<file path="config.mk">
export PLATFORM = sky130hd
export DESIGN_NAME = seg_serial_rx
export DESIGN_NICKNAME = d
export VERILOG_FILES = /design/src/rtl/seg_serial_rx_pkg.sv /design/src/rtl/seg_pattern_decode.sv /design/src/rtl/seg_serial_rx.sv
export SDC_FILE = /design/constraint.sdc
export NUM_CORES = 1
export LEC_CHECK = 0
export BUFFER_PORTS_ARGS = -buffer_cell sky130_fd_sc_hd__buf_2
export CAP_MARGIN = 20
export CORE_MARGIN = 4
export CORE_UTILIZATION = 30
export DETAILED_ROUTE_END_ITERATION = 8
export GPL_ROUTABILITY_DRIVEN = 0
export PLACE_DENSITY_LB_ADDON = 0.2
export SLEW_MARGIN = 20
export SYNTH_ARGS = -nofsm -noshare
export SYNTH_HDL_FRONTEND = slang
export SYNTH_HIERARCHICAL = 1
export SYNTH_SLANG_ARGS = --single-unit
</file>
<file path="constraint.sdc">
create_clock -name clk -period 3.89 [get_ports clk]
set_input_delay 0.1945 -clock clk [delete_from_list [all_inputs] [get_ports clk]]
set_output_delay 0.1945 -clock clk [all_outputs]
set_load 0.03 [all_outputs]
</file>
<file path="src/rtl/seg_serial_rx_pkg.sv">
// -----------------------------------------------------------------------------
// seg_serial_rx_pkg
// Shared definitions for the serial seven-segment link receiver:
//   - receiver FSM state encoding
//   - active-low segment patterns for hex digits 0-F. Bit order is
//     {dp, g, f, e, d, c, b, a}, with dp dark. These values match the
//     encoder in the segment driver.
//   - default frame width (the segment driver word width)
// -----------------------------------------------------------------------------
package seg_serial_rx_pkg;

    localparam int FRAME_W_DEF = 64;

    typedef enum logic [1:0] {
        ST_IDLE  = 2'd0,
        ST_SHIFT = 2'd1,
        ST_OVER  = 2'd2
    } state_e;

    localparam logic [7:0] SEG_HEX_0 = 8'hC0;
    localparam logic [7:0] SEG_HEX_1 = 8'hF9;
    localparam logic [7:0] SEG_HEX_2 = 8'hA4;
    localparam logic [7:0] SEG_HEX_3 = 8'hB0;
    localparam logic [7:0] SEG_HEX_4 = 8'h99;
    localparam logic [7:0] SEG_HEX_5 = 8'h92;
    localparam logic [7:0] SEG_HEX_6 = 8'h82;
    localparam logic [7:0] SEG_HEX_7 = 8'hF8;
    localparam logic [7:0] SEG_HEX_8 = 8'h80;
    localparam logic [7:0] SEG_HEX_9 = 8'h90;
    localparam logic [7:0] SEG_HEX_A = 8'h88;
    localparam logic [7:0] SEG_HEX_B = 8'h83;
    localparam logic [7:0] SEG_HEX_C = 8'hC6;
    localparam logic [7:0] SEG_HEX_D = 8'hA1;
    localparam logic [7:0] SEG_HEX_E = 8'h86;
    localparam logic [7:0] SEG_HEX_F = 8'h8E;

endpackage : seg_serial_rx_pkg

</file>
<file path="src/rtl/seg_pattern_decode.sv">
// -----------------------------------------------------------------------------
// seg_pattern_decode
// Combinational reverse lookup. It maps one active-low segment byte back to
// the hex nibble that the segment driver encoded.
// Ports:
//   seg_byte_i  [7:0]  segment pattern {dp,g,f,e,d,c,b,a}, active-low
//   nibble_o    [3:0]  decoded hex value (0 for an unknown pattern)
//   ok_o               1 when seg_byte_i is one of the 16 known patterns
// -----------------------------------------------------------------------------
module seg_pattern_decode
    import seg_serial_rx_pkg::*;
(
    input  logic [7:0] seg_byte_i,
    output logic [3:0] nibble_o,
    output logic       ok_o
);

    // Table lookup. Any pattern that is not in the table decodes to 0 with ok_o low.
    always_comb begin
        nibble_o = 4'h0;
        ok_o     = 1'b1;
        case (seg_byte_i)
            SEG_HEX_0: nibble_o = 4'h0;
            SEG_HEX_1: nibble_o = 4'h1;
            SEG_HEX_2: nibble_o = 4'h2;
            SEG_HEX_3: nibble_o = 4'h3;
            SEG_HEX_4: nibble_o = 4'h4;
            SEG_HEX_5: nibble_o = 4'h5;
            SEG_HEX_6: nibble_o = 4'h6;
            SEG_HEX_7: nibble_o = 4'h7;
            SEG_HEX_8: nibble_o = 4'h8;
            SEG_HEX_9: nibble_o = 4'h9;
            SEG_HEX_A: nibble_o = 4'hA;
            SEG_HEX_B: nibble_o = 4'hB;
            SEG_HEX_C: nibble_o = 4'hC;
            SEG_HEX_D: nibble_o = 4'hD;
            SEG_HEX_E: nibble_o = 4'hE;
            SEG_HEX_F: nibble_o = 4'hF;
            default: begin
                nibble_o = 4'h0;
                ok_o     = 1'b0;
            end
        endcase
    end

endmodule : seg_pattern_decode

</file>
<file path="src/rtl/seg_serial_rx.sv">
// -----------------------------------------------------------------------------
// seg_serial_rx
// Receive end of the serial seven-segment link. Bits arrive MSB-first on
// seg_dt. A bit is present in every cycle where seg_finish is low. When
// seg_finish returns high, the burst ends. A burst of exactly FRAME_W bits
// is a good frame: it is published on frame_data with a one-cycle
// frame_valid pulse. A shorter or longer burst is discarded with a one-cycle
// frame_err pulse.
//
// Optional build macro SEG_SERIAL_RX_DECODE_EN adds the digit_hex and
// digit_ok outputs. They hold the reverse-decoded hex digit for each byte of
// the last good frame.
//
// Ports:
//   clk          system clock (shared with the segment driver)
//   rst          synchronous active-high reset
//   seg_dt       serial data, MSB first
//   seg_finish   0 = bit present this cycle, 1 = idle
//   frame_data   last good frame, bit FRAME_W-1 = first bit received
//   frame_valid  one-cycle pulse, frame_data just updated
//   frame_err    one-cycle pulse, short/over-length burst discarded
//   frame_cnt    good-frame counter, wraps modulo 2^CNT_W
//   busy         high while a burst is in progress
//   digit_hex    (macro only) decoded nibble per byte, byte 0 = bits 7:0
//   digit_ok     (macro only) per-byte known-pattern flag
// -----------------------------------------------------------------------------
module seg_serial_rx
    import seg_serial_rx_pkg::*;
#(
    parameter int FRAME_W = FRAME_W_DEF,
    parameter int CNT_W   = 8
) (
    input  logic                 clk,
    input  logic                 rst,
    input  logic                 seg_dt,
    input  logic                 seg_finish,
    output logic [FRAME_W-1:0]   frame_data,
    output logic                 frame_valid,
    output logic                 frame_err,
    output logic [CNT_W-1:0]     frame_cnt,
    output logic                 busy
`ifdef SEG_SERIAL_RX_DECODE_EN
    ,
    output logic [FRAME_W/2-1:0] digit_hex,
    output logic [FRAME_W/8-1:0] digit_ok
`endif
);

    localparam int                    BITCNT_W = $clog2(FRAME_W + 1);
    localparam logic [BITCNT_W-1:0]   FULL_CNT = BITCNT_W'(FRAME_W);

    state_e                state_q,  state_d;
    logic [FRAME_W-1:0]    shreg_q,  shreg_d;
    logic [BITCNT_W-1:0]   bitcnt_q, bitcnt_d;
    logic [FRAME_W-1:0]    frame_data_q;
    logic                  frame_valid_q;
    logic                  frame_err_q;
    logic [CNT_W-1:0]      frame_cnt_q;
    logic                  busy_q;
    logic                  load_s;
    logic                  err_s;

    // Next state, shift/count update, and end-of-burst classification.
    always_comb begin
        state_d  = state_q;
        shreg_d  = shreg_q;
        bitcnt_d = bitcnt_q;
        load_s   = 1'b0;
        err_s    = 1'b0;
        case (state_q)
            ST_IDLE: begin
                if (!seg_finish) begin
                    shreg_d  = {shreg_q[FRAME_W-2:0], seg_dt};
                    bitcnt_d = BITCNT_W'(1);
                    state_d  = ST_SHIFT;
                end else begin
                    state_d  = ST_IDLE;
                end
            end
            ST_SHIFT: begin
                if (!seg_finish) begin
                    if (bitcnt_q < FULL_CNT) begin
                        shreg_d  = {shreg_q[FRAME_W-2:0], seg_dt};
                        bitcnt_d = bitcnt_q + BITCNT_W'(1);
                    end else begin
                        // The extra bit is dropped. shreg keeps the first
                        // FRAME_W bits, but the burst is already lost.
                        state_d  = ST_OVER;
                    end
                end else begin
                    if (bitcnt_q == FULL_CNT) begin
                        load_s = 1'b1;
                    end else begin
                        err_s  = 1'b1;
                    end
                    state_d = ST_IDLE;
                end
            end
            ST_OVER: begin
                if (!seg_finish) begin
                    state_d = ST_OVER;
                end else begin
                    err_s   = 1'b1;
                    state_d = ST_IDLE;
                end
            end
            default: begin
                state_d = ST_IDLE;
            end
        endcase
    end

    // State, shifter, and registered outputs. Reset wins over a bit on the
    // same edge and drops any partial burst silently.
    always_ff @(posedge clk) begin
        if (rst) begin
            state_q       <= ST_IDLE;
            shreg_q       <= '0;
            bitcnt_q      <= '0;
            frame_data_q  <= '0;
            frame_valid_q <= 1'b0;
            frame_err_q   <= 1'b0;
            frame_cnt_q   <= '0;
            busy_q        <= 1'b0;
        end else begin
            state_q       <= state_d;
            shreg_q       <= shreg_d;
            bitcnt_q      <= bitcnt_d;
            frame_valid_q <= load_s;
            frame_err_q   <= err_s;
            busy_q        <= (state_d != ST_IDLE);
            if (load_s) begin
                frame_data_q <= shreg_q;
                frame_cnt_q  <= frame_cnt_q + CNT_W'(1);
            end else begin
                frame_data_q <= frame_data_q;
                frame_cnt_q  <= frame_cnt_q;
            end
        end
    end

    assign frame_data  = frame_data_q;
    assign frame_valid = frame_valid_q;
    assign frame_err   = frame_err_q;
    assign frame_cnt   = frame_cnt_q;
    assign busy        = busy_q;

`ifdef SEG_SERIAL_RX_DECODE_EN
    logic [FRAME_W/2-1:0] dec_hex_s;
    logic [FRAME_W/8-1:0] dec_ok_s;
    logic [FRAME_W/2-1:0] digit_hex_q;
    logic [FRAME_W/8-1:0] digit_ok_q;

    // Decode the shifter contents so that the digits load on the same edge
    // as frame_data.
    for (genvar g = 0; g < FRAME_W/8; g++) begin : g_dec
        seg_pattern_decode u_dec (
            .seg_byte_i (shreg_q[8*g +: 8]),
            .nibble_o   (dec_hex_s[4*g +: 4]),
            .ok_o       (dec_ok_s[g])
        );
    end

    // Decoded digit registers. They load together with frame_data.
    always_ff @(posedge clk) begin
        if (rst) begin
            digit_hex_q <= '0;
            digit_ok_q  <= '0;
        end else if (load_s) begin
            digit_hex_q <= dec_hex_s;
            digit_ok_q  <= dec_ok_s;
        end else begin
            digit_hex_q <= digit_hex_q;
            digit_ok_q  <= digit_ok_q;
        end
    end

    assign digit_hex = digit_hex_q;
    assign digit_ok  = digit_ok_q;
`endif

endmodule : seg_serial_rx

</file>
* Yosys cells after proc, flatten, opt, wreduce, memory -nomap -nowiden *
Cells that the tools add are included.

storage, ports and cells
  bits in registers = 148
  latch bits = 0
  RAM bits = 0
  bits in read-only memories = 0
  input bits = 4
  output and inout bits = 75
  logic and storage cells = 41
  memories kept = 0

cells by class
  add/subtract/negate cells = 2
  multiply operators = 0
  divide/modulo/power cells = 0
  order comparisons = 1
  equal/unequal tests = 6
  shift-type cells = 0
  mux-type cells = 20
  bitwise logic cells = 0
  reductions and logical operators = 4

operators by type and width
  kind                                                                    number
  64-bit 2-to-1 mux                                                       3
  64-bit case mux with 2 select lines                                     1
  7-bit 2-to-1 mux                                                        3
  7-bit case mux with 2 select lines                                      1
  8-bit by 1-bit adder with 8-bit output (second input constant)          1
  7-bit by 1-bit adder with 7-bit output (second input constant)          1
  7-bit equality test (second input constant)                             1
  7-bit < comparator (second input constant)                              1
  1-bit 2-to-1 mux                                                        7
  2-bit 2-to-1 mux                                                        3
  2-bit != test (second input constant)                                   3
  2-bit case mux with 3 select lines                                      1
  4-bit AND reduction                                                     1
  2-bit nonzero test                                                      2
  2-bit by 1-bit equality test with 1-bit output (second input constant)  1
  2-bit equality test (second input constant)                             1
  2-bit logical NOT                                                       1
  1-bit case mux with 2 select lines                                      1

* Longest topological paths before layout *
  word-level depth = 5
  mapped depth = 9
  gate-level depth less buffers = 6

* Least setup slack after synthesis *
OpenSTA, ideal clock, no wires.

  path kind = flip-flop to flip-flop
  start = register state_q[1]
  end = register frame_data_q[31], in the netlist frame_data[31]
  library setup time = 0.071 ns
  arrival time = 1.739 ns
  data required time = 3.819 ns
  setup slack = 2.080 ns
  stages on the path, launching flop included = 10
  buffers on the path = 3
  period minus slack after synthesis = 1.810 ns
  cells stage by stage = dfxtp_1 > inv_1 > ha_1 > buf_2 > and4b_1 > nand2_1 > buf_2 > clkbuf_1 > nand2_1 > a21oi_2

between the ends
  cells in the longest elaborated chain, start to end = 2

ends and longest elaborated chain
  element                                         line                  RTL
  start: declaration                              seg_serial_rx.sv:52   state_e state_q, state_d;
  start signal: assignment                        seg_serial_rx.sv:126  state_q <= state_d;
  2-bit by 1-bit equality test with 1-bit output  seg_serial_rx.sv:70   case (state_q)
  1-bit 2-to-1 mux                                seg_serial_rx.sv:70
  end signal: assignment                          seg_serial_rx.sv:133  frame_data_q <= shreg_q;
  end signal: assignment                          seg_serial_rx.sv:136  frame_data_q <= frame_data_q;
  end: declaration                                seg_serial_rx.sv:55   logic [FRAME_W-1:0] frame_data_q;

Every way passes these cells.
A chain may end at the register's enable or synchronous reset.

* Worst setup path after layout *
  start = register state_q[1]
  end = register frame_data_q[55], in the netlist frame_data[55]

The elaborated chain is that of the path after synthesis.

==> results_dict.tcl <==
set metrics [dict create \
    r2r_slack_ps 1460 \
    synth_flop_cell "dfxtp_1" \
    rsz0062_at_grt "no" \
    cpLargestDelayFamily "simple AND/OR/NAND/NOR gates" \
    drtPass1Iterations 4 \
    cp.arrival_ps 2770 \
    via_count 4451 \
    placed_area_sq_mm 0.006151 \
    finalNetCount 741 \
    cts_tree "built" \
    post_cts_buffers 0 \
    clock_latency_ps 410 \
    gr-total-overflow 0 \
    htree_levels 4 \
    clock-sinks 148 \
    diodes 0 \
    io_buffers 78 \
    required_ps 4230 \
    hpwl_microns 7973 \
    synthAdderAreaFrac_pct 1.545 \
    grt_max_degree 121 \
    cts_resized 0 \
    criticalPathCategory "reg -> reg" \
    die_y_microns 145.5 \
    root_buffer "clkbuf_16" \
    rr_worst_depth 7 \
    grtUsageTotal_pct 11.97 \
    fin_crit_ps 2433 \
    worstReg2RegEnd "frame_data[55]" \
    ir_drop_mv 0.2590 \
    grt_pass1_wl_microns 21090 \
    finalSetupViolations 0 \
    critPathLaunchType "flip-flop" \
    worstPathMaxFanout 36 \
    cts_hold_buf 0 \
    timing.final.crit_share_pct 62.54 \
    dieArea_sq_mm 0.02116 \
    grt_pass1_vias 4252 \
    end_kind "flip-flop" \
    drc_errors 0 \
    syn_inst 674 \
    async_flop_share_pct 0 \
    syn_area_per_cell_sq_um 8.409 \
    cp_num_buf_inv 2 \
    synth_xor_area_share_pct 1.391 \
    layout_common_cells "nand2_1, dfxtp_1, a21oi_1, buf_2, a21oi_2" \
    drive_above_1_share_pct 25.71 \
    initial_utilization_pct 30.40 \
    synthSimpleGateAreaFrac_pct 23.55 \
    ys_ff_latch 148 \
    syn-num-nets 685 \
    seq_area_frac_synth_pct 52.27 \
    synth_edf_count 0 \
    worstMarginPinSlew_ps 1017 \
    cts-buffers-inserted 17 \
    yosysWarnings 6 \
    p_leak_nw 2.388 \
    drt-total-wl_microns 12510 \
    num_rows 50 \
    synth_top_family_by_area "simple AND/OR/NAND/NOR gates" \
    drtIter0Drc 220 \
    slowest_delay_ps 540 \
    maxCapViolCount 0 \
    clockBufferDepth 2 \
    core_sq_mm 0.01864 \
    filler_cell_count 1926 \
    min_to "shreg_q[0]" \
    ant_nets 0 \
    final_common_cell "nand2_1" \
    fin_skew_ps 9.210 \
    clk_pin_slew_ps 60 \
    cp_slowest_cell "nand2_2" \
    area_growth_pct 18.94 \
    path_cells "inv_1 > ha_1 > and4b_1 > nand2_2 > buf_4 > nand2_1 > a21oi_2" \
    stdcell_area_sq_mm 0.006741 \
    via_per_inst 4.556 \
    ioPinCount 79 \
    r2r-start "state_q[1]" \
    drv_slew 0 \
    synth_area_sq_mm 0.005668 \
    synth_cell_type_count 34 \
    status "finished, final reports clean" \
    fmax_mhz 411.0 \
    min_from "seg_dt" \
    powerDensity_mw_per_mm2 476.4 \
    tns_ps 0 \
    total_power_mw 3.211 \
    synth_compound_area_share_pct 16.34 \
    finalHoldViolations 0 \
    hold_path_class "in -> reg" \
    maxSlewHeadroom_pct 32.21 \
    antenna_found_initial 0 \
    fp.dieW_microns 145.5 \
    synth_mux_area_share_pct 0 \
    worstHoldPathCells 3 \
    wire_per_inst_microns 12.80 \
]
final cells by class:
class | instances | area (sq um) | share of cell area [%]
Clock buffer | 20 | 456.7 | 6.774
Clock inverter | 12 | 127.6 | 1.893
Inverter | 6 | 22.52 | 0.3341
Multi-Input combinational cell | 474 | 2445 | 36.27
Sequential cell | 148 | 2963 | 43.95
Tap cell | 234 | 292.8 | 4.343
Timing Repair Buffer | 83 | 434.2 | 6.440
per-stage QoR:
stage / instances / setup WS (ps) / hold WS (ps) / util (%)
6_report: 977 / 1457 / 49.50 / 36.16
3_5_place_dp: 945 / 1416 / 445.0 / 32.99
4_1_cts: 977 / 1401 / 26.19 / 36.13
2_1_floorplan: 674 / 2080 / 330.5 / -
5_1_grt: 977 / 1193 / 33.78 / 36.16
3_3_place_gp: 945 / 1481 / 446.7 / 32.99
synthesized netlist by cell type (3+ instances only):
cell,instances,area (sq um)
nand2_2,30,187.7
nor3_1,4,20.02
a211oi_1,3,22.52
a21oi_1,96,480.5
a21oi_2,41,359.1
o21ai_0,4,20.02
dfxtp_1,148,2963
xnor2_1,7,61.31
buf_12,3,60.06
nand2b_1,3,18.77
nor2_1,18,67.56
clkbuf_1,26,97.59
inv_1,6,22.52
buf_2,15,75.07
nand2_1,234,878.3
ha_1,7,87.58
nand3_1,5,25.02
worst register-to-register path, delay by kind of cell (launching register included):
family | cells | cell delay (ps)
AOI/OAI and AO/OA | 1 | 140
adders and majority gates | 1 | 300
buffers and inverters | 2 | 560
DFF | 1 | 400
and+or+nand+nor | 3 | 950
routing by layer:
layer | routed length, microns | vias up | GRT usage (%)
met5 | 0 | - | 0
met4 | 136 | 0 | 3.561
met3 | 608 | 12 | 4.578
met2 | 5463 | 79 | 17.81
met1 | 6302 | 2053 | 16.19
li1 | - | 2307 | -
cells by family after synthesis:
kind of cell,after synthesis
flops,148
simple gates,308
fa+ha+maj,7
xor+xnor,9
compound gates,150
buf+inv,52
flip-flops by register name, indices dropped and copies added (netlist names):
signal / count
state_q: 2
frame_err: 1
busy: 1
frame_cnt: 8
frame_valid: 1
frame_data: 64
shreg_q: 64
bitcnt_q: 7
worst max path at each step:
| stage | from | endpoint | slack (ps) | cells after the start |
|---|---|---|---|---|
| after floorplan | state_q[1] | frame_data[31] | 2080 | 9 |
| after global placement | state_q[1] | bitcnt_q[2] | 1480 | 6 |
| after detailed placement | state_q[1] | bitcnt_q[2] | 1420 | 6 |
| after CTS | state_q[1] | bitcnt_q[2] | 1400 | 6 |
| after global routing | state_q[1] | frame_data[55] | 1190 | 7 |
| final | state_q[1] | frame_data[55] | 1460 | 7 |
report_power, final:
group	switching [mW]	leakage [nW]	internal, mW
logic	0.0782	0.917	0.0142
registers	0.00298	1.19	1.52
clock network	0.620	0.279	0.977
No activity file was read; power rests on OpenSTA's default activity.
